--- src/rtl/calc_pkg.sv ---
// Shared encodings for the sequenced calculator arithmetic unit.
// Op codes and the control FSM state type.
package calc_pkg;

    localparam logic [1:0] OP_ADD = 2'b00;
    localparam logic [1:0] OP_SUB = 2'b01;
    localparam logic [1:0] OP_ACC = 2'b10;
    localparam logic [1:0] OP_MUL = 2'b11;

    typedef enum logic [1:0] {
        IDLE,
        ALU,
        MUL,
        FIX
    } state_t;

endpackage

--- src/rtl/shift_add_mul.sv ---
// Signed N x N shift-add multiplier on magnitudes with sign fix-up.
// Result and overflow are valid once the run has finished.
module shift_add_mul #(
    parameter int N = 8
) (
    input  logic         clk,
    input  logic         rst_n,
    input  logic         clear,
    input  logic         start,
    input  logic [N-1:0] a,
    input  logic [N-1:0] b,
    output logic         done,
    output logic [N-1:0] res,
    output logic         ovr
);

    localparam int CW = $clog2(N);

    logic           run_q, run_d;
    logic [CW-1:0]  cnt_q, cnt_d;
    logic [2*N-1:0] mcand_q, mcand_d;
    logic [N-1:0]   mplier_q, mplier_d;
    logic [2*N-1:0] acc_q, acc_d;
    logic           sign_q, sign_d;
    logic [N-1:0]   mag_a, mag_b;
    logic [2*N-1:0] prod;

    // Magnitude of the most negative value is exact as an unsigned N-bit number.
    assign mag_a = a[N-1] ? -a : a;
    assign mag_b = b[N-1] ? -b : b;

    always_comb begin
        run_d    = run_q;
        cnt_d    = cnt_q;
        mcand_d  = mcand_q;
        mplier_d = mplier_q;
        acc_d    = acc_q;
        sign_d   = sign_q;
        if (clear) begin
            run_d    = 1'b0;
            cnt_d    = '0;
            mcand_d  = '0;
            mplier_d = '0;
            acc_d    = '0;
            sign_d   = 1'b0;
        end else if (start) begin
            run_d    = 1'b1;
            cnt_d    = '0;
            mcand_d  = {{N{1'b0}}, mag_a};
            mplier_d = mag_b;
            acc_d    = '0;
            sign_d   = a[N-1] ^ b[N-1];
        end else if (run_q) begin
            if (mplier_q[0]) begin
                acc_d = acc_q + mcand_q;
            end
            mcand_d  = mcand_q << 1;
            mplier_d = mplier_q >> 1;
            if (cnt_q == CW'(N - 1)) begin
                run_d = 1'b0;
            end else begin
                cnt_d = cnt_q + CW'(1);
            end
        end
    end

    always_ff @(posedge clk or negedge rst_n) begin
        if (!rst_n) begin
            run_q    <= 1'b0;
            cnt_q    <= '0;
            mcand_q  <= '0;
            mplier_q <= '0;
            acc_q    <= '0;
            sign_q   <= 1'b0;
        end else begin
            run_q    <= run_d;
            cnt_q    <= cnt_d;
            mcand_q  <= mcand_d;
            mplier_q <= mplier_d;
            acc_q    <= acc_d;
            sign_q   <= sign_d;
        end
    end

    assign done = run_q && (cnt_q == CW'(N - 1));
    assign prod = sign_q ? -acc_q : acc_q;
    assign res  = prod[N-1:0];
    // In range only if the upper N+1 bits are a pure sign extension.
    assign ovr  = !((&prod[2*N-1:N-1]) || !(|prod[2*N-1:N-1]));

endmodule

--- src/rtl/arith_seq_unit.sv ---
// Sequenced arithmetic unit: operand/result registers, ALU and control FSM.
// Multiplication is delegated to shift_add_mul.
module arith_seq_unit
    import calc_pkg::*;
#(
    parameter int N = 8
) (
    input  logic         Clock,
    input  logic         Reset,
    input  logic         Clear,
    input  logic [N-1:0] In,
    input  logic         LoadA,
    input  logic         LoadB,
    input  logic         Start,
    input  logic [1:0]   Op,
    output logic         Busy,
    output logic         Done,
    output logic [N-1:0] Result,
    output logic         OVR,
    output logic         Zero,
    output logic         Neg
);

    state_t       state_q, state_d;
    logic [N-1:0] a_q, a_d;
    logic [N-1:0] b_q, b_d;
    logic [N-1:0] r_q, r_d;
    logic         ovr_q, ovr_d;
    logic         done_q, done_d;
    logic [N-1:0] alu_res_q, alu_res_d;
    logic         alu_ovr_q, alu_ovr_d;

    logic [N-1:0] alu_x, alu_y, alu_sum;
    logic         alu_cin, alu_ovr;
    logic         mul_start, mul_done, mul_ovr;
    logic [N-1:0] mul_res;

    // Evaluated on the Start edge so a same-cycle load cannot disturb it.
    always_comb begin
        alu_x   = a_q;
        alu_y   = b_q;
        alu_cin = 1'b0;
        unique case (Op)
            OP_ADD: ;
            OP_SUB: begin
                alu_y   = ~b_q;
                alu_cin = 1'b1;
            end
            OP_ACC: begin
                alu_x = r_q;
                alu_y = a_q;
            end
            OP_MUL: ;
        endcase
        alu_sum = alu_x + alu_y + N'(alu_cin);
        alu_ovr = (alu_x[N-1] == alu_y[N-1]) && (alu_sum[N-1] != alu_x[N-1]);
    end

    always_comb begin
        state_d   = state_q;
        a_d       = a_q;
        b_d       = b_q;
        r_d       = r_q;
        ovr_d     = ovr_q;
        done_d    = 1'b0;
        alu_res_d = alu_res_q;
        alu_ovr_d = alu_ovr_q;
        mul_start = 1'b0;
        if (Clear) begin
            state_d = IDLE;
            a_d     = '0;
            b_d     = '0;
            r_d     = '0;
            ovr_d   = 1'b0;
        end else begin
            unique case (state_q)
                IDLE: begin
                    if (LoadA) a_d = In;
                    if (LoadB) b_d = In;
                    if (Start) begin
                        if (Op == OP_MUL) begin
                            state_d   = MUL;
                            mul_start = 1'b1;
                        end else begin
                            state_d   = ALU;
                            alu_res_d = alu_sum;
                            alu_ovr_d = alu_ovr;
                        end
                    end
                end
                ALU: begin
                    r_d     = alu_res_q;
                    ovr_d   = alu_ovr_q;
                    done_d  = 1'b1;
                    state_d = IDLE;
                end
                MUL: begin
                    if (mul_done) state_d = FIX;
                end
                FIX: begin
                    r_d     = mul_res;
                    ovr_d   = mul_ovr;
                    done_d  = 1'b1;
                    state_d = IDLE;
                end
            endcase
        end
    end

    always_ff @(posedge Clock or negedge Reset) begin
        if (!Reset) begin
            state_q   <= IDLE;
            a_q       <= '0;
            b_q       <= '0;
            r_q       <= '0;
            ovr_q     <= 1'b0;
            done_q    <= 1'b0;
            alu_res_q <= '0;
            alu_ovr_q <= 1'b0;
        end else begin
            state_q   <= state_d;
            a_q       <= a_d;
            b_q       <= b_d;
            r_q       <= r_d;
            ovr_q     <= ovr_d;
            done_q    <= done_d;
            alu_res_q <= alu_res_d;
            alu_ovr_q <= alu_ovr_d;
        end
    end

    shift_add_mul #(.N(N)) u_mul (
        .clk   (Clock),
        .rst_n (Reset),
        .clear (Clear),
        .start (mul_start),
        .a     (a_q),
        .b     (b_q),
        .done  (mul_done),
        .res   (mul_res),
        .ovr   (mul_ovr)
    );

    assign Busy   = (state_q != IDLE);
    assign Done   = done_q;
    assign Result = r_q;
    assign OVR    = ovr_q;
    assign Zero   = (r_q == '0);
    assign Neg    = r_q[N-1];

endmodule

--- config.mk ---
export PLATFORM = sky130hd
export DESIGN_NAME = arith_seq_unit
export DESIGN_NICKNAME = d
export VERILOG_FILES = /design/src/rtl/calc_pkg.sv /design/src/rtl/shift_add_mul.sv /design/src/rtl/arith_seq_unit.sv
export SDC_FILE = /design/constraint.sdc
export NUM_CORES = 1
export LEC_CHECK = 0
export ABC_CLOCK_PERIOD_IN_PS = 7700
export CAP_MARGIN = 10
export CORE_MARGIN = 3
export CORE_UTILIZATION = 45
export CTS_CLUSTER_DIAMETER = 200
export DETAILED_ROUTE_END_ITERATION = 7
export PLACE_DENSITY_LB_ADDON = 0.2
export SKIP_LAST_GASP = 1
export SYNTH_ARGS = -nofsm -noshare
export SYNTH_HDL_FRONTEND = slang
export SYNTH_SLANG_ARGS = --single-unit
--- constraint.sdc ---
create_clock -name Clock -period 7.7 [get_ports Clock]
set_input_delay 1.155 -clock Clock [delete_from_list [all_inputs] [get_ports Clock]]
set_output_delay 1.155 -clock Clock [all_outputs]
set_load 0.02 [all_outputs]
# [Word-level counts from Yosys, hierarchy flattened]
# Cells that the tools add are included.
[word_totals] in_bits=16 output_inout_bits=13 ff_bits=82
[op_classes] add_sub_neg=7 bitwise_logic=4 n_eq_ne=12 muxes=47 n_reduce_logical=24
[op_table] op="2-to-1 mux 16 bit" count=8
[op_table] op="2-to-1 mux 8 bit" count=13
[op_table] op="case mux 8 bit (2 select lines)" count=2
[op_table] op="adder 16 bit" count=1
[op_table] op="negation 16 bit" count=1
[op_table] op="negation 8 bit" count=2
[op_table] op="2-to-1 mux 1 bit" count=14
[op_table] op="2-to-1 mux 3 bit" count=4
[op_table] op="AND reduction 2 bit" count=5
[op_table] op="nonzero test 2 bit" count=5
[op_table] op="!= test 3 bit (second input constant)" count=3
[op_table] op="AND reduction 9 bit" count=1
[op_table] op="nonzero test 3 bit" count=3
[op_table] op="OR reduction 9 bit" count=1
[op_table] op="adder 8 x 1 -> 8 bit" count=1
[op_table] op="adder 8 bit" count=1
[op_table] op="== test 2 bit (second input constant)" count=4
[op_table] op="logical NOT 8 bit" count=1
[op_table] op="2-to-1 mux 2 bit" count=4
[op_table] op="NOT 8 bit" count=1
[op_table] op="case mux 2 bit (3 select lines)" count=1
[op_table] op="== test 2 x 1 -> 1 bit (second input constant)" count=2
[op_table] op="AND reduction 4 bit" count=1
[op_table] op="adder 3 x 1 -> 3 bit (second input constant)" count=1
[op_table] op="11 further kinds" count=14

# [Depth between registers and ports, before layout]
# Gate-level depths: netlist of run 1.
[depth] word_depth=8 depth_mapped=16 ltp_nobuf=14

# [Modules after synthesis]
# A second synthesis of run 1 with hierarchy kept.
[hier_totals] hier_cells=650 hier_area_um2=5703.0
[modules_own_cells] module="shift_add_mul" area_each_um2=3447.1 cells_per_inst=396 seq_area_each_um2=1126.1 instances=1
[modules_own_cells] module="arith_seq_unit" area_each_um2=2255.9 cells_per_inst=254 seq_area_each_um2=925.9 instances=1

# [Worst setup path before layout of run 1]
# Ideal clock, no wire load.
[synth_path] path_type="in2reg" start="in Op[0]" end="reg alu_res_q[7]" arrival_time_ns=3.744 slack_ns=3.832 setup_time_ns=0.125 required_ns=7.575 stages=13 path_cell_list="inv_1 -> ha_1 -> clkbuf_1 -> clkbuf_1 -> o21ai_0 -> fa_1 -> a21o_1 -> a21oi_1 -> nor2b_1 -> o21a_1 -> o41ai_2 -> xnor2_1 -> mux2_2"
[synth_between] elab_chain_len=4 word_cells_on_any_way=10
[synth_lines] item="start: declaration" line_no="arith_seq_unit.sv:15" text="input logic [1:0] Op,"
[synth_lines] item="== test 2 bit or == test 2 x 1 -> 1 bit (tied branches)" line_no="arith_seq_unit.sv:43" text="unique case (Op)"
[synth_lines] item="case mux 8 bit (2 select lines) or 2-to-1 mux 8 bit (tied branches)" line_no="arith_seq_unit.sv:43"
[synth_lines] item="adder 8 bit" line_no="arith_seq_unit.sv:55" text="alu_sum = alu_x + alu_y + N'(alu_cin);"
[synth_lines] item="adder 8 x 1 -> 8 bit" line_no="arith_seq_unit.sv:55"
[synth_lines] item="end signal: assignment" line_no="arith_seq_unit.sv:127" text="alu_res_q <= alu_res_d;"
[synth_lines] item="end: declaration" line_no="arith_seq_unit.sv:30" text="logic [N-1:0] alu_res_q, alu_res_d;"
# Several ways; a longest one is shown, not always the timed one.
# A chain may end at the register's enable or synchronous reset.

# [Worst setup path after layout of run 1]
# Same ends and word-level chain as after synthesis.

==> impl_metrics.tcl, run 1 <==
set metrics [dict create \
    outcome "finished clean" \
    min_path_cells 1 \
    total_power_density_per_cell_area_nw_per_um2 181 \
    die_area_um2 13900 \
    buffer_ports.inserted 28 \
    detailedPlacementHpwl_um 9450 \
    max_slew.worst_pin.slew_ns 1.04 \
    pre_cts_ws_ns 3.17 \
    dr_wl_met3_um 501 \
    chipHeight_um 118 \
    highest-signal-layer "met4" \
    drt_pass1_iterations 4 \
    fin_crit_sh_pct 54.6 \
    fp.coreArea_um2 12100 \
    synth_cell_type_count 63 \
    gpl.final_weighted_congestion 0.845 \
    grt_setup_unrepaired "false" \
    drt-met1-wl_um 6390 \
    grt.total_usage_pct 19.4 \
    dr.first_iter.drc_count 432 \
    cts_sinks 82 \
    dpl_cell_area_um2 5990 \
    number_of_buffers_inserted_by_hold_repair_at_cts 0 \
    met2_wirelength_um 5670 \
    cts_clock_pin_slew_for_the_worst_setup_and_hold_paths_ns 0.06 \
    crit_fanout 19 \
    vias_per_cell 5.64 \
    start_util_pct 46.5 \
    grt_first_pass_wirelength_um 22200 \
    synth_async_sr_flop_share_pct 100 \
    layout-drive-gt1-share_pct 7.31 \
    synth_edf_count 0 \
    cap_viol_max_count 0 \
    final_nets 686 \
    synth-seq-area-share_pct 36.4 \
    clock_skew_ns 0.00781 \
    worst-endpoint-required_ns 7.93 \
    design_area_um2 6300 \
    antenna-diode-count 0 \
    syn-mean-instance-area_um2 8.89 \
    vias_in_the_first_global_route 4407 \
    worst_hold_path_type "flip-flop to flip-flop" \
    finalCriticalPeriod_ns 4.21 \
    syn_inst 633 \
    setup-tns-final_ns 0 \
    timing.critical_path.to_type "flip-flop" \
    setup_ws_ns 3.49 \
    area.growth.synth_to_final_pct 11.9 \
    clock_tree_from_tritoncts "done" \
    setup_violations 0 \
    final_util_pct 52.0 \
    r2r_cells 11 \
    cts_max_path_buffers 2 \
    ir_drop_v 0.0000909 \
    synth_area_um2 5630 \
    row_count 40 \
    initial_antenna_violation_count 0 \
    synth_ff_type "sky130_fd_sc_hd__dfrtp_1" \
    detail-route-antenna-nets 0 \
    io_pins 29 \
    final_hold_viol_count 0 \
    leakagePower_nw 2.80 \
    synth_seq_cells 82 \
    placedCellCount 795 \
    max_slew_margin_pct 30.4 \
    worstSetupPathType "input pin to flip-flop" \
    clkLatencyLatePin_ns 0.34 \
    fmaxAchievable_mhz 238 \
    detailroute.via_count 4572 \
    final_cell_count_no_fill 811 \
    start_kind "input pin" \
    wl_per_cell_um 15.9 \
    ys.warnings.count 0 \
    drcViolationCount 0 \
    syn_nets 681 \
    clock_tree.root_cell "sky130_fd_sc_hd__clkbuf_16" \
    die_width_um 118 \
    numCtsBuffers 9 \
    cp_arrival_ns 4.43 \
    number_of_max_slew_violations_in_the_final_report 0 \
    finalWirelength_um 12900 \
    grt_max_degree 83 \
    htree_levels 3 \
    cts_setup_buffers 0 \
    totalPowerFinal_mw 1.14 \
    grt_overflow_total 0 \
    post_cts_resize_count 0 \
    holdWs_ns 0.508 \
]
## worst paths after layout
check,startpoint,end,slack (ns)
max,Op[0],alu_res_q[7]$_DFFE_PN0P_,3.49
min,alu_res_q[2]$_DFFE_PN0P_,alu_res_q[2]$_DFFE_PN0P_,0.51
max reg2reg,b_q[0]$_DFFE_PN0P_,alu_res_q[7]$_DFFE_PN0P_,4.81
min reg2reg,alu_res_q[2]$_DFFE_PN0P_,alu_res_q[2]$_DFFE_PN0P_,0.51
max in group asynchronous,Reset,u_mul.acc_q[6]$_DFFE_PN0P_,6.04
min in group asynchronous,Reset,u_mul.acc_q[13]$_DFFE_PN0P_,0.99
## synthesized netlist by cell type, types with 11 or more instances
cell type                   n  share of area, %
sky130_fd_sc_hd__dfrtp_1   82                36
sky130_fd_sc_hd__nand2_1   68               4.5
sky130_fd_sc_hd__nor2_1    61               4.1
sky130_fd_sc_hd__a21oi_1   57               5.1
sky130_fd_sc_hd__mux2i_1   37               6.6
sky130_fd_sc_hd__clkbuf_1  32               2.1
sky130_fd_sc_hd__ha_1      29               6.4
sky130_fd_sc_hd__inv_1     27               1.8
sky130_fd_sc_hd__xnor2_1   25               3.9
sky130_fd_sc_hd__a211oi_1  20               2.7
sky130_fd_sc_hd__o21ai_0   18               1.6
sky130_fd_sc_hd__nand3_1   14               1.2
sky130_fd_sc_hd__mux2_2    11               2.2
sky130_fd_sc_hd__nand2b_1  11               1.2
sky130_fd_sc_hd__xor2_1    11               1.7
## flip-flops by register name, summed over array words and instances, names as in the netlist
signal          cells
b_q                 8
u_mul.mcand_q      16
u_mul.acc_q        16
a_q                 8
u_mul.mplier_q      8
Result              8
alu_res_q           8
Done                1
u_mul.cnt_q         3
u_mul.run_q         1
u_mul.sign_q        1
state_q             2
OVR                 1
alu_ovr_q           1
## placed cells by master (no fill, tap or decap), types with 5 or more instances in the layout
master,count
sky130_fd_sc_hd__o21ai_0,18
sky130_fd_sc_hd__o31ai_1,6
sky130_fd_sc_hd__mux2i_1,37
sky130_fd_sc_hd__ha_1,29
sky130_fd_sc_hd__nand2b_1,11
sky130_fd_sc_hd__xor2_1,11
sky130_fd_sc_hd__a21o_1,10
sky130_fd_sc_hd__or4_1,5
sky130_fd_sc_hd__inv_1,27
sky130_fd_sc_hd__buf_4,5
sky130_fd_sc_hd__xnor2_1,25
sky130_fd_sc_hd__clkdlybuf4s50_1,26
sky130_fd_sc_hd__a31oi_1,5
sky130_fd_sc_hd__nand3_1,14
sky130_fd_sc_hd__nor2b_1,9
sky130_fd_sc_hd__nand4_1,6
sky130_fd_sc_hd__nor2_1,61
sky130_fd_sc_hd__mux2_2,11
sky130_fd_sc_hd__clkbuf_16,9
sky130_fd_sc_hd__nand2_1,68
sky130_fd_sc_hd__or3_1,7
sky130_fd_sc_hd__a221oi_1,8
sky130_fd_sc_hd__nor4_1,8
sky130_fd_sc_hd__dfrtp_1,82
sky130_fd_sc_hd__a211oi_1,20
sky130_fd_sc_hd__nor3_1,8
sky130_fd_sc_hd__a21oi_1,57
## where the power goes
group          switching, mW  internal, mW
registers             0.0337         0.465
logic                  0.109        0.0940
clock network          0.180         0.261
total                  0.323         0.819
## critical path, cell delays in order
cell and delay [ns]:
sky130_fd_sc_hd__clkdlybuf4s50_1 0.52, sky130_fd_sc_hd__inv_1 0.06, sky130_fd_sc_hd__ha_1 0.42, sky130_fd_sc_hd__a221oi_1 0.36, sky130_fd_sc_hd__a21oi_1 0.09, sky130_fd_sc_hd__fa_1 0.43, sky130_fd_sc_hd__a21o_1 0.18, sky130_fd_sc_hd__a21oi_1 0.21
sky130_fd_sc_hd__nor2b_1 0.07, sky130_fd_sc_hd__o21a_1 0.19, sky130_fd_sc_hd__o41ai_2 0.33, sky130_fd_sc_hd__xnor2_1 0.14, sky130_fd_sc_hd__mux2_2 0.28
## metal layers
metal | up-vias | global-route usage (%)
met5 | - | 0
met4 | 0 | 7.99
met3 | 19 | 3.03
met2 | 83 | 28.6
met1 | 2190 | 28.5
li1 | 2280 | -
## cell families after synthesis
kind of cell,after synthesis,synth area share (%)
DFF,82,36.4
adders and majority gates,32,7.51
buffers and inverters,65,4.44
muxes,49,9.04
and+or+nand+nor,216,19.0
AOI/OAI and AO/OA,153,17.9
xor gates and xnor gates,36,5.60
## final cells by class
class,instances,area (um2)
fill,1200,5810
multi-input combinational,486,3330
sequential,82,2050
timing repair buffer,32,303
clock buffer,10,239
tap,168,210
inverter,27,101
clock inverter,6,66.3
No activity file was read; power rests on OpenSTA's default activity.
==> inputs of run 2 (changes only) <==
- ABC_CLOCK_PERIOD_IN_PS: 7700 -> 4200
- clock period: 7.7 -> 4.2 ns (I/O delays scaled with it)
==> run 2 against run 1 <==
  * Routed wire length increased by 2.3%
  * Sequential share of layout area increased by 0.24 points
  * Core utilization decreased by 0.38 points
  * Critical path type unchanged
  * Largest power group unchanged
  * Highest routed layer unchanged
==> impl_metrics.tcl, run 2 (synthesized netlist as in run 1, its figures left out) <==
set metrics [dict create \
    outcome "finished clean" \
    layout-drive-gt1-share_pct 7.02 \
    power.switching_fraction_pct 29.1 \
    detail-route-antenna-nets 0 \
    detailedPlacementHpwl_um 9590 \
    leakagePower_nw 2.78 \
    finalWirelength_um 13200 \
    final_hold_viol_count 0 \
    p_int_mw 1.42 \
    final_common_cell "sky130_fd_sc_hd__dfrtp_1" \
    grt.total_usage_pct 19.4 \
    drt_pass1_iterations 5 \
    timing.critical_path.to_type "flip-flop" \
    share_comb_of_total_power_pct 18.6 \
    final_cell_mix "82 x sky130_fd_sc_hd__dfrtp_1, 68 x sky130_fd_sc_hd__nand2_1, 61 x sky130_fd_sc_hd__nor2_1" \
    fin_crit_sh_pct 87.0 \
    grt_setup_unrepaired "false" \
    clock_tree.root_cell "sky130_fd_sc_hd__clkbuf_16" \
    rr_startpoint "b_q[0]$_DFFE_PN0P_" \
    dr.first_iter.drc_count 347 \
    detailroute.via_count 4600 \
    cp-startpoint "Op[0]" \
    cp_arrival_ns 3.88 \
    worstSetupPathType "input pin to flip-flop" \
    setup-tns-final_ns 0 \
    totalPowerFinal_mw 2.00 \
    cts_clock_pin_slew_for_the_worst_setup_and_hold_paths_ns 0.06 \
    drcViolationCount 0 \
    worst_hold_path_type "input pin to asynchronous set/reset pin" \
    final.fill_count 1156 \
    gpl.final_weighted_congestion 0.824 \
    buffer_ports.inserted 28 \
    netSwitchingPower_uw 582 \
    total_power_density_per_cell_area_nw_per_um2 320 \
    power_frac_seq_pct 45.7 \
    cts_setup_buffers 0 \
    row_count 40 \
    clkLatencyLatePin_ns 0.34 \
    start_kind "input pin" \
    cts_max_path_buffers 2 \
    initial_antenna_violation_count 0 \
    vias_in_the_first_global_route 4246 \
    clock_tree_from_tritoncts "done" \
    final_nets 686 \
    io_pins 29 \
    largestRegisters "u_mul.acc_q x16, u_mul.mcand_q x16" \
    vias_per_cell 5.69 \
    ir_drop_v 0.000181 \
    area.growth.synth_to_final_pct 11.1 \
    finalCriticalPeriod_ns 3.65 \
    die_width_um 118 \
    max_slew.worst_pin.slew_ns 1.07 \
    post_cts_resize_count 0 \
    clkPwrFrac_pct 35.6 \
    antenna-diode-count 0 \
    number_of_buffers_inserted_by_hold_repair_at_cts 0 \
    worst-endpoint-required_ns 4.43 \
    numCtsBuffers 9 \
    fmaxAchievable_mhz 274 \
    grt_overflow_total 0 \
    cts_sinks 82 \
    die_area_um2 13900 \
    grt_max_degree 83 \
    design_area_um2 6250 \
    fp.coreArea_um2 12100 \
    crit_fanout 16 \
    clock_skew_ns 0.00962 \
    cap_viol_max_count 0 \
    dpl_cell_area_um2 5990 \
    wl_per_cell_um 16.3 \
    htree_levels 3 \
    grt_first_pass_wirelength_um 22100 \
    number_of_max_slew_violations_in_the_final_report 0 \
    chipHeight_um 118 \
    setup_violations 0 \
    max_slew_margin_pct 28.6 \
    start_util_pct 46.5 \
]
run 2: final cells by class:
class / instances / area [um2] / area share [%]
inverter: 27 / 101 / 1.62
timing repair buffer: 32 / 303 / 4.84
clock buffer: 9 / 225 / 3.60
tap: 168 / 210 / 3.36
clock inverter: 5 / 33.8 / 0.540
sequential: 82 / 2050 / 32.8
multi-input combinational: 486 / 3330 / 53.2
run 2: critical path, cell delays in order:
cell and delay, ns:
sky130_fd_sc_hd__clkdlybuf4s50_1 0.52, sky130_fd_sc_hd__inv_1 0.06, sky130_fd_sc_hd__ha_1 0.47, sky130_fd_sc_hd__a221oi_1 0.27, sky130_fd_sc_hd__a21oi_1 0.09, sky130_fd_sc_hd__fa_1 0.43, sky130_fd_sc_hd__a21o_1 0.18, sky130_fd_sc_hd__a21oi_1 0.22
sky130_fd_sc_hd__nor2b_1 0.07, sky130_fd_sc_hd__o21a_1 0.19, sky130_fd_sc_hd__o41ai_2 0.34, sky130_fd_sc_hd__xnor2_1 0.13, sky130_fd_sc_hd__mux2_2 0.27
run 2: through the flow:
| stage | hold slack, ns | setup slack, ns | util, % | instances |
|---|---|---|---|---|
| 2_1_floorplan | 0.334 | 0.857 | - | 633 |
| 3_5_place_dp | 0.498 | 0.226 | 49.5 | 795 |
| 3_3_place_gp | 0.494 | 0.321 | 49.5 | 795 |
| 5_1_grt | 0.528 | 0.400 | 51.6 | 809 |
| 4_1_cts | 0.512 | 0.579 | 51.6 | 809 |
| 6_report | 0.461 | 0.547 | 51.6 | 809 |
run 2: path summary, 6_finish.rpt:
kind | end | slack (ns) | cells past startpoint
max reg2reg | alu_res_q[7]$_DFFE_PN0P_ | 1.32 | 11
max in group asynchronous | u_mul.cnt_q[1]$_DFFE_PN0P_ | 3.04 | 1
min | u_mul.acc_q[13]$_DFFE_PN0P_ | 0.46 | 1
min reg2reg | alu_res_q[3]$_DFFE_PN0P_ | 0.51 | 1
min in group Clock | alu_res_q[3]$_DFFE_PN0P_ | 0.51 | 1
max | alu_res_q[7]$_DFFE_PN0P_ | 0.55 | 13
run 2: power groups by stage:
stage | Sequential [mW] | Clock, mW | Combinational, mW
after floorplan | 0.907 | 0 | 0.270
after global placement | 0.926 | 0 | 0.367
after detailed placement | 0.928 | 0 | 0.373
after CTS | 0.913 | 0.731 | 0.375
after global routing | 0.922 | 0.766 | 0.417
final | 0.914 | 0.713 | 0.373
run 2: per-layer routing:
metal	GRT usage (%)	share of wire, %	up-vias
met5	0	0	-
met4	5.79	1.7	0
met3	3.32	3.1	15
met2	28.2	44	74
met1	29.5	51	2231
li1	-	-	2280
